**src/rtl/riscv_single_cycle.sv**
```systemverilog
// Single-cycle RV32I subset core with internal 32x32 register file; optional MUL under `RISCV_MUL_EN`.
// Latency: decode/execute combinational, pc and register write commit on the rising clk edge.
// Backpressure: none; IMEM/DMEM are assumed to answer combinationally, one instruction retires per cycle.
module riscv_single_cycle #(
    parameter logic [31:0] RESET_PC = 32'h0000_0000
) (
    input  logic        clk,
    input  logic        reset,
    input  logic [31:0] instruction,
    input  logic [31:0] read_data,
    output logic [31:0] pc,
    output logic [31:0] alu_result,
    output logic [31:0] write_data,
    output logic        mem_write
);
    localparam logic [6:0] OPC_OP     = 7'b0110011;
    localparam logic [6:0] OPC_OP_IMM = 7'b0010011;
    localparam logic [6:0] OPC_LOAD   = 7'b0000011;
    localparam logic [6:0] OPC_STORE  = 7'b0100011;
    localparam logic [6:0] OPC_BRANCH = 7'b1100011;
    localparam logic [6:0] OPC_JAL    = 7'b1101111;
    localparam logic [6:0] OPC_JALR   = 7'b1100111;
    localparam logic [6:0] OPC_LUI    = 7'b0110111;
    localparam logic [6:0] OPC_AUIPC  = 7'b0010111;

    typedef enum logic [3:0] {
        ALU_ADD, ALU_SUB, ALU_SLL, ALU_SLT, ALU_SLTU,
        ALU_XOR, ALU_SRL, ALU_SRA, ALU_OR, ALU_AND, ALU_MUL
    } alu_op_e;
    typedef enum logic [1:0] {WB_ALU, WB_MEM, WB_PC4, WB_IMM} wb_sel_e;
    typedef enum logic [1:0] {PC_SEQ, PC_BRANCH, PC_JAL, PC_JALR} pc_sel_e;

    logic [31:0] pc_q, pc_d;
    logic [31:0] registers [0:31];

    logic [6:0]  opcode, funct7;
    logic [2:0]  funct3;
    logic [4:0]  rd_addr, rs1_addr, rs2_addr;
    logic [31:0] rs1_val, rs2_val;
    logic [31:0] imm_i, imm_s, imm_b, imm_u, imm_j;
    logic [31:0] alu_a, alu_b, alu_out, pc_plus4, wb_value;
    alu_op_e     alu_op;
    wb_sel_e     wb_sel;
    pc_sel_e     pc_sel;
    logic        alu_a_pc, reg_write, mem_write_dec, branch_taken, rf_we;

    assign opcode   = instruction[6:0];
    assign rd_addr  = instruction[11:7];
    assign funct3   = instruction[14:12];
    assign rs1_addr = instruction[19:15];
    assign rs2_addr = instruction[24:20];
    assign funct7   = instruction[31:25];

    assign imm_i = {{20{instruction[31]}}, instruction[31:20]};
    assign imm_s = {{20{instruction[31]}}, instruction[31:25], instruction[11:7]};
    assign imm_b = {{19{instruction[31]}}, instruction[31], instruction[7],
                    instruction[30:25], instruction[11:8], 1'b0};
    assign imm_u = {instruction[31:12], 12'h000};
    assign imm_j = {{11{instruction[31]}}, instruction[31], instruction[19:12],
                    instruction[20], instruction[30:21], 1'b0};

    assign rs1_val = (rs1_addr == 5'd0) ? 32'd0 : registers[rs1_addr];
    assign rs2_val = (rs2_addr == 5'd0) ? 32'd0 : registers[rs2_addr];

    // Anything not matched below falls through the defaults and behaves as a NOP.
    always_comb begin
        alu_op        = ALU_ADD;
        alu_a_pc      = 1'b0;
        alu_b         = rs2_val;
        reg_write     = 1'b0;
        mem_write_dec = 1'b0;
        wb_sel        = WB_ALU;
        pc_sel        = PC_SEQ;
        case (opcode)
            OPC_OP: begin
                reg_write = 1'b1;
                case ({funct7, funct3})
                    {7'b0000000, 3'b000}: alu_op = ALU_ADD;
                    {7'b0100000, 3'b000}: alu_op = ALU_SUB;
                    {7'b0000000, 3'b001}: alu_op = ALU_SLL;
                    {7'b0000000, 3'b010}: alu_op = ALU_SLT;
                    {7'b0000000, 3'b011}: alu_op = ALU_SLTU;
                    {7'b0000000, 3'b100}: alu_op = ALU_XOR;
                    {7'b0000000, 3'b101}: alu_op = ALU_SRL;
                    {7'b0100000, 3'b101}: alu_op = ALU_SRA;
                    {7'b0000000, 3'b110}: alu_op = ALU_OR;
                    {7'b0000000, 3'b111}: alu_op = ALU_AND;
`ifdef RISCV_MUL_EN
                    {7'b0000001, 3'b000}: alu_op = ALU_MUL;
`endif
                    default:              reg_write = 1'b0;
                endcase
            end
            OPC_OP_IMM: begin
                reg_write = 1'b1;
                alu_b     = imm_i;
                case (funct3)
                    3'b000: alu_op = ALU_ADD;
                    3'b010: alu_op = ALU_SLT;
                    3'b011: alu_op = ALU_SLTU;
                    3'b100: alu_op = ALU_XOR;
                    3'b110: alu_op = ALU_OR;
                    3'b111: alu_op = ALU_AND;
                    3'b001: begin
                        alu_op = ALU_SLL;
                        if (funct7 != 7'b0000000) reg_write = 1'b0;
                    end
                    default: begin
                        if (funct7 == 7'b0000000)      alu_op = ALU_SRL;
                        else if (funct7 == 7'b0100000) alu_op = ALU_SRA;
                        else                           reg_write = 1'b0;
                    end
                endcase
            end
            OPC_LOAD: begin
                alu_b = imm_i;
                if (funct3 == 3'b010) begin
                    reg_write = 1'b1;
                    wb_sel    = WB_MEM;
                end
            end
            OPC_STORE: begin
                alu_b         = imm_s;
                mem_write_dec = (funct3 == 3'b010);
            end
            OPC_BRANCH: pc_sel = PC_BRANCH;
            OPC_JAL: begin
                reg_write = 1'b1;
                wb_sel    = WB_PC4;
                pc_sel    = PC_JAL;
            end
            OPC_JALR: begin
                alu_b = imm_i;
                if (funct3 == 3'b000) begin
                    reg_write = 1'b1;
                    wb_sel    = WB_PC4;
                    pc_sel    = PC_JALR;
                end
            end
            OPC_LUI: begin
                reg_write = 1'b1;
                wb_sel    = WB_IMM;
            end
            OPC_AUIPC: begin
                reg_write = 1'b1;
                alu_a_pc  = 1'b1;
                alu_b     = imm_u;
            end
            default: ;
        endcase
    end

    assign alu_a = alu_a_pc ? pc_q : rs1_val;

    always_comb begin
        alu_out = 32'd0;
        case (alu_op)
            ALU_ADD:  alu_out = alu_a + alu_b;
            ALU_SUB:  alu_out = alu_a - alu_b;
            ALU_SLL:  alu_out = alu_a << alu_b[4:0];
            ALU_SLT:  alu_out = {31'd0, $signed(alu_a) < $signed(alu_b)};
            ALU_SLTU: alu_out = {31'd0, alu_a < alu_b};
            ALU_XOR:  alu_out = alu_a ^ alu_b;
            ALU_SRL:  alu_out = alu_a >> alu_b[4:0];
            ALU_SRA:  alu_out = $signed(alu_a) >>> alu_b[4:0];
            ALU_OR:   alu_out = alu_a | alu_b;
            ALU_AND:  alu_out = alu_a & alu_b;
`ifdef RISCV_MUL_EN
            ALU_MUL:  alu_out = alu_a * alu_b;
`endif
            default:  alu_out = 32'd0;
        endcase
    end

    // funct3 010/011 are not branches; they never take, so the NOP path applies.
    always_comb begin
        branch_taken = 1'b0;
        case (funct3)
            3'b000:  branch_taken = (rs1_val == rs2_val);
            3'b001:  branch_taken = (rs1_val != rs2_val);
            3'b100:  branch_taken = ($signed(rs1_val) <  $signed(rs2_val));
            3'b101:  branch_taken = ($signed(rs1_val) >= $signed(rs2_val));
            3'b110:  branch_taken = (rs1_val <  rs2_val);
            3'b111:  branch_taken = (rs1_val >= rs2_val);
            default: branch_taken = 1'b0;
        endcase
    end

    assign pc_plus4 = pc_q + 32'd4;

    always_comb begin
        pc_d = pc_plus4;
        case (pc_sel)
            PC_BRANCH: if (branch_taken) pc_d = pc_q + imm_b;
            PC_JAL:    pc_d = pc_q + imm_j;
            PC_JALR:   pc_d = {alu_out[31:1], 1'b0};
            default:   pc_d = pc_plus4;
        endcase
        case (wb_sel)
            WB_MEM:  wb_value = read_data;
            WB_PC4:  wb_value = pc_plus4;
            WB_IMM:  wb_value = imm_u;
            default: wb_value = alu_out;
        endcase
    end

    assign rf_we = reg_write && (rd_addr != 5'd0);

    always_ff @(posedge clk or negedge reset) begin
        if (!reset) begin
            pc_q <= RESET_PC;
            for (int i = 0; i < 32; i++) registers[i] <= 32'd0;
        end else begin
            pc_q <= pc_d;
            if (rf_we) registers[rd_addr] <= wb_value;
        end
    end

    assign pc         = pc_q;
    assign alu_result = alu_out;
    assign write_data = rs2_val;
    assign mem_write  = mem_write_dec & reset;
endmodule

```
**config.mk**
```make
export PLATFORM = sky130hd
export DESIGN_NAME = riscv_single_cycle
export DESIGN_NICKNAME = d
export VERILOG_FILES = /design/src/rtl/riscv_single_cycle.sv
export SDC_FILE = /design/constraint.sdc
export NUM_CORES = 2
export LEC_CHECK = 0
export CORE_AREA = 3 3 533 535
export CTS_CLUSTER_SIZE = 28
export DETAILED_ROUTE_END_ITERATION = 8
export DIE_AREA = 0 0 536 538
export GPL_TIMING_DRIVEN = 0
export PLACE_DENSITY = 0.37
export SLEW_MARGIN = 20
export SYNTH_ARGS = -nofsm -noshare
export SYNTH_HDL_FRONTEND = slang
export SYNTH_SLANG_ARGS = --single-unit
export TNS_END_PERCENT = 1
```
**constraint.sdc**
```tcl
create_clock -name clk -period 10.5 [get_ports clk]
set_input_delay 1.05 -clock clk [delete_from_list [all_inputs] [get_ports clk]]
set_output_delay 1.05 -clock clk [all_outputs]
set_load 0.02 [all_outputs]
```
# --- Word level (Yosys, flattened, before mapping) ---
# Cells that the tools add are included.
op_classes:
  add_sub_neg: 5
  n_mul: 0
  div_mod_pow: 0
  magnitude_cmp: 10
  n_eq_ne: 43
  shift: 3
  muxes: 38
  bitwise: 7
  n_reduce_logical: 14
op_table:
  columns: ["operator", "count"]
  rows:
  - ["1024-bit bitwise mux", 1]
  - ["32-bit binary-select mux with 5-bit select", 2]
  - ["32-bit case mux with 10 select lines", 1]
  - ["32-bit two-way mux", 9]
  - ["32-bit case mux with 3 select lines", 3]
  - ["32-bit demux with 5-bit select", 1]
  - ["32-bit < comparator", 4]
  - ["32-bit adder", 3]
  - ["32-bit greater-or-equal comparator", 2]
  - ["10-bit by 3-bit == test with 1-bit output, second input constant", 4]
  - ["4-bit case mux with 9 select lines", 1]
  - ["32-bit by 3-bit adder with 32-bit output, second input constant", 1]
  - ["32-bit AND", 1]
  - ["32-bit == test", 1]
  - ["32-bit inequality test", 1]
  - ["32-bit bitwise OR", 1]
  - ["32-bit by 5-bit left shift with 32-bit output", 1]
  - ["32-bit by 5-bit >> shifter with 32-bit output", 1]
  - ["32-bit by 5-bit >>> shifter with 32-bit output", 1]
  - ["32-bit subtractor", 1]
  - ["32-bit XOR", 1]
  - ["7-bit by 6-bit == test with 1-bit output, second input constant", 4]
  - ["4-bit case mux with 7 select lines", 1]
  - ["7-bit == test, second input constant", 3]
  - ["other kinds (38)", 71]
word_totals:
  reg_bits: 1056
  latchBits: 0
  ramBits: 0
  rom_bits: 0
  inputBits: 66
  memories: 0

# --- Logic depth before layout (Yosys ltp) ---
depth:
  depth_word: 10
  depth_mapped: 29
  depth_no_buf: 22

# --- Worst setup path after synthesis ---
# Ideal clock, no wire load.
synth_timing:
  kind: "input to output"
  from: "input instruction[20]"
  to: "output alu_result[31]"
  t_arrival_ps: 7652
  setup_slack_ps: 1798
  cell_stages: 26
  n_path_buf: 8
  cell_sequence: "buf_4 buf_2 buf_4 buf_2 clkbuf_1 buf_1 buf_1 mux4_2 mux4_2 mux2i_1 nor2_1 a22o_1 ha_1 clkbuf_1 a21oi_1 a32oi_1 o31ai_1 o41ai_1 a31oi_1 nor3_1 nor2_1 o41ai_1 a21oi_1 xor2_1 a221oi_1 inv_1"
synth_via:
  elab_chain_cells: 8
  elab_cells_between_ends: 16
synth_lines:
  columns: ["item", "line_no", "text"]
  rows:
  - ["start: declaration", "9", "input logic [31:0] instruction,"]
  - ["5-bit inverter with 6-bit output (implied by the code)", "63", "assign rs2_val = (rs2_addr == 5'd0) ? 32'd0 : registers[rs2_addr];"]
  - ["32-bit binary-select mux with 5-bit select", "63", null]
  - ["32-bit two-way mux (implied by the code) (2 in series)", "63", null]
  - ["32-bit two-way mux *", "63", null]
  - ["via write_data[8]", "13", "output logic [31:0] write_data,"]
  - ["32-bit case mux with 3 select lines *", "74", "case (opcode)"]
  - ["32-bit subtractor or 32-bit adder (tied branches)", "159, 158", null]
  - ["32-bit case mux with 10 select lines *", "157", "case (alu_op)"]
  - ["end: declaration", "12", "output logic [31:0] alu_result,"]
# Mark *: on every way through the listed nets, which the timed path passes. The rest lies on a longest branch. The select of a mux whose other input is x is not followed.

# --- Worst setup path in the final report ---
layout_timing:
  from: "input instruction[24]"
  to: "output alu_result[28]"
layout_via:
  elab_chain_cells: 8
  elab_cells_between_ends: 16
layout_lines:
  columns: ["item", "line_no", "text"]
  rows:
  - ["5-bit inverter with 6-bit output (implied by the code)", "63", null]
  - ["32-bit binary-select mux with 5-bit select", "63", null]
  - ["32-bit two-way mux (implied by the code) (2 in series)", "63", null]
  - ["32-bit two-way mux", "63", null]
  - ["32-bit case mux with 3 select lines *", "74", null]
  - ["32-bit subtractor, or another cell as far along", "159", "ALU_SUB: alu_out = alu_a - alu_b;"]
  - ["32-bit case mux with 10 select lines *", "157", null]
# Every way passes the cells marked *; elsewhere a longest branch is shown, timed or not. The select of a mux whose other input is x is not followed.

==> summary.txt <==
POWER
--------------------------------------------------------------------------------
Flop pwr share                                                             35.7%
Leakage power total                                                    0.0346 uW
Internal power                                                           7900 uW
Power per cell area                                                  147 nW/um^2
NetSw                                                                    4460 uW
Maximum VDD drop                                                      0.000157 V
Power share of the combinational group                                     24.2%
Clock share of power                                                       40.1%
Switching part of the total power                                          36.1%

STA
--------------------------------------------------------------------------------
Post-layout minimum cycle time                                          10.79 ns
Unrepaired setup endpoints after global routing                              yes
Ratio of final minimum period to clock period                               103%
Worst setup skew after layout                                          0.0567 ns
Worst path setup slack after routing                                   -0.290 ns
Pins Over Slew Limit                                                           0
Total Negative Setup Slacks                                             -1.94 ns
Actual slew at the worst max-slew pin                                    1.35 ns
Fmax                                                                  0.0927 GHz
Count of endpoints failing setup in the final report                          13
Relative slew slack                                                        9.40%
Final Hold Viols                                                               0

CRITICAL PATH
--------------------------------------------------------------------------------
Ordered cell list for the critical path                             clkdlybuf4s15_1, clkbuf_1, clkdlybuf4s15_1, clkdlybuf4s15_2, mux2i_1, nor2_2, a22o_1, inv_1, ha_1, nand2b_1, a21o_1, a21oi_1, o311a_1, o21ai_2, and3_1, a211o_1, a221o_1, xnor2_1, a31oi_1, and3_4, inv_1, clkdlybuf4s50_1
Critical path class                                                       in2out
Critical path's largest stage delay                                      1.00 ns
Reg-to-reg setup timing slack                                            1.31 ns
Worst Setup End Kind                                                 output port
Path depth of the worst reg2reg path                                          25
Arrival time of the worst setup path                                     9.74 ns
Slowest cell on the critical path                                   clkdlybuf4s15_1
Delay-heaviest family, CP                                           buffers and inverters
Buf/Inv on CP                                                                  7
Required time worst endpoint                                             9.45 ns
Critical path launch point type                                       input port
End of the worst register-to-register path                          registers[523]
Maximum fanout encountered on the critical timing path                        10
Worst reg2reg path startpoint                                       registers[515]

FLOORPLAN
--------------------------------------------------------------------------------
Starting density of the core                                               25.0%
Width of the chip                                                         536 um
Number of placement rows                                                     194
I/O pin cnt                                                                  163
Die ar.                                                              288000 um^2
Vertical die dimension                                                    538 um
Area inside the core boundary                                        279000 um^2

CLOCKING
--------------------------------------------------------------------------------
Clock tree from TritonCTS                                                  built
Clock Sinks                                                                 1055
Clock Pin Slew Worst Setup and Hold Paths                                0.05 ns
Buffer depth of the longest clock path                                         3
Clock insertion delay at the later pin of the skew report                0.84 ns
Number of hold buffers added after cts                                         0
H-Tree Depth                                                                   4
Library cell used as clock root buffer                                 clkbuf_16
Total CTS buffers                                                            136

FINAL LAYOUT
--------------------------------------------------------------------------------
Synthesis-to-layout area growth                                            20.1%
Finished Layout Cells                                                      11637
Post-route core utilization                                                30.1%
Area of the multi-input gates                                         41000 um^2
Final Net Count                                                             8035
Share of cells above drive strength 1                                      16.5%
Sequential Area                                                       26400 um^2
Number of inserted filler cells in the final layout                        29617

LOGIC SYNTHESIS
--------------------------------------------------------------------------------
Number of warnings issued by yosys                                             0
Proportion of netlist area held by the largest area contributor            37.8%
Post-synth top flop                                                      dfrtp_1
Post-Syn Instances                                                          7379
Count of different cell masters after synthesis                               93
Largest cells by area after synthesis                               dfrtp_1, mux4_2, o21ai_0
Combined area of all synthesized cells                                69900 um^2
Synth Net Count                                                             7629
Biggest area consumer among synthesized cells                            dfrtp_1
Average cell area after synthesis                                      9.47 um^2
Fraction of registers with async set/reset                                  100%
Sequential fraction of the synthesis area                                  37.8%
EDFF count, synth                                                              0
Flop and latch count out of synthesis                                       1055

DETAILED ROUTING
--------------------------------------------------------------------------------
Routed length per instance                                               42.7 um
First-pass iteration count of the detailed router                              6
Post-detailed-route count of antenna-violating nets                            0
Routed wire length                                                        497 mm
Drt first-iter violations                                                   7856
Vias per cell                                                               5.95
Post-detailed-route DRC marker count                                           0
Total vias in the final route                                              69265

HOLD PATH
--------------------------------------------------------------------------------
Class of the tightest hold or removal check                             in2async

GRT
--------------------------------------------------------------------------------
Number of global-route vias before repair                                  67760
Number of antenna violations at the first check in global routing             38
Overall routing resource usage                                             33.6%
Global-route wire length before repair                                    647 mm
Largest net degree at the start of global routing                            134
GR Overflow Total                                                              0

PLACED DESIGN
--------------------------------------------------------------------------------
Number of input and output port buffers inserted                             160
Placed cells                                                               11349
Placer congestion estimate                                                  1.03
HPWL Detailed                                                             388 mm

OUTCOME
--------------------------------------------------------------------------------
Status                                                              finished, violations left
Violations in the final reports                                     setup timing

RUN
--------------------------------------------------------------------------------
Max-capacitance violation count                                                0

logic make-up after synthesis:
kind of cell / after synthesis / synth area share (%)
AO/OA/AOI/OAI: 2228 / 19.2
AND/OR/NAND/NOR: 1972 / 11.8
flip-flops: 1055 / 37.8
multiplexers: 980 / 21.6
buffers and inverters: 858 / 4.95
adder cells (fa/ha/maj): 184 / 3.34
XOR/XNOR: 101 / 1.27
other: 1 / 0.00537
cell type report:
type / instances / area share, %
diodes: 23 / 0.0685
plain buffers: 687 / 4.09
clock buffers: 205 / 4.83
clock inverters: 38 / 0.685
inverters: 160 / 0.718
multi-input cells: 5466 / 48.8
flip-flops and latches: 1055 / 31.4
well taps: 3724 / 5.55
repair buffers: 279 / 3.83
power groups by stage:
| stage | combinational (uW) | sequential (uW) | clock, uW |
|---|---|---|---|
| 6_report | 2990 | 4410 | 4950 |
| 5_1_grt | 3080 | 4410 | 5170 |
| 4_1_cts | 2910 | 4400 | 5010 |
| 3_5_place_dp | 2850 | 4480 | 0 |
| 3_3_place_gp | 2800 | 4500 | 0 |
| 2_1_floorplan | 1400 | 4370 | 0 |
through the flow:
| step | worst slack [ns] | hold WS, ns | instance area [um^2] | total power [uW] |
|---|---|---|---|---|
| 4_1_cts | -0.0311 | 0.112 | 83800 | 12300 |
| 3_3_place_gp | -44.26 | 0.453 | 76100 | 7300 |
| 6_report | -0.290 | 0.123 | 84000 | 12400 |
| 5_1_grt | -0.0350 | 0.151 | 83900 | 12700 |
| 2_1_floorplan | 1.80 | 0.441 | 69900 | 5770 |
| 3_5_place_dp | -3.63 | 0.467 | 78000 | 7330 |
cells in the mapped netlist, types with 108 or more instances:
library cell  count
dfrtp_1        1055
o21ai_0        1127
clkbuf_1        511
a21oi_1         275
mux4_2          414
mux2_2          108
ha_1            180
inv_1           152
mux2i_1         458
nand2_1        1286
o22ai_1         140
nor2_1          285
placed cells by master (no fill, tap or decap), drive strengths merged, types with 29 or more instances in the layout:
cell	n
ha	180
nand3	83
nand2	1286
clkdlybuf4s50	151
a221o	29
o211ai	35
a21oi	276
nor2	285
mux4	414
clkbuf	710
mux2i	458
o31ai	48
mux2	108
a22o	35
a211oi	39
xnor2	51
o21ai	1147
nand4	37
a22oi	92
nand2b	39
o22ai	144
inv	165
dfrtp	1055
and3	32
xor2	50
buf	298
a31oi	63
nor3	83
a21o	64
timing repair:
action / in CTS / in global routing
pin swaps: 18 / 2
hold endpoints to repair: 0 / 0
setup endpoints to repair: 960 / 17
gates resized for setup: 292 / 56
buffers inserted: 31 / 2
flip-flops by register name (all words and copies together), names as in the netlist:
name	cells
pc	31
registers	1024
layer usage:
metal	up-vias	GRT usage, %	wire length [um]
li1	27942	-	-
met1	36304	40.0	190000
met2	3887	52.0	219000
met3	1122	10.1	46500
met4	10	23.3	41100
met5	-	0	72
worst reg2reg max path, delay by kind of cell (launching register included):
| kind | cells | cell delay [ns] |
|---|---|---|
| AOI/OAI and AO/OA | 14 | 4.51 |
| adders and majority gates | 1 | 0.35 |
| buffers and inverters | 6 | 2.56 |
| DFF | 1 | 0.40 |
| muxes | 1 | 0.52 |
| and+or+nand+nor | 3 | 0.73 |
how the worst max path moves through the flow:
stage,start,endpoint,slack [ns],depth (start not counted)
global placement,reset,registers[324],-44.26,1
global route,instruction[6],alu_result[31],-0.03,28
CTS,instruction[15],alu_result[28],-0.03,27
floorplan,instruction[20],alu_result[31],1.80,26
finish,instruction[24],alu_result[28],-0.29,22
detailed placement,instruction[20],alu_result[23],-3.63,24
(Power assumes the default switching activity.)
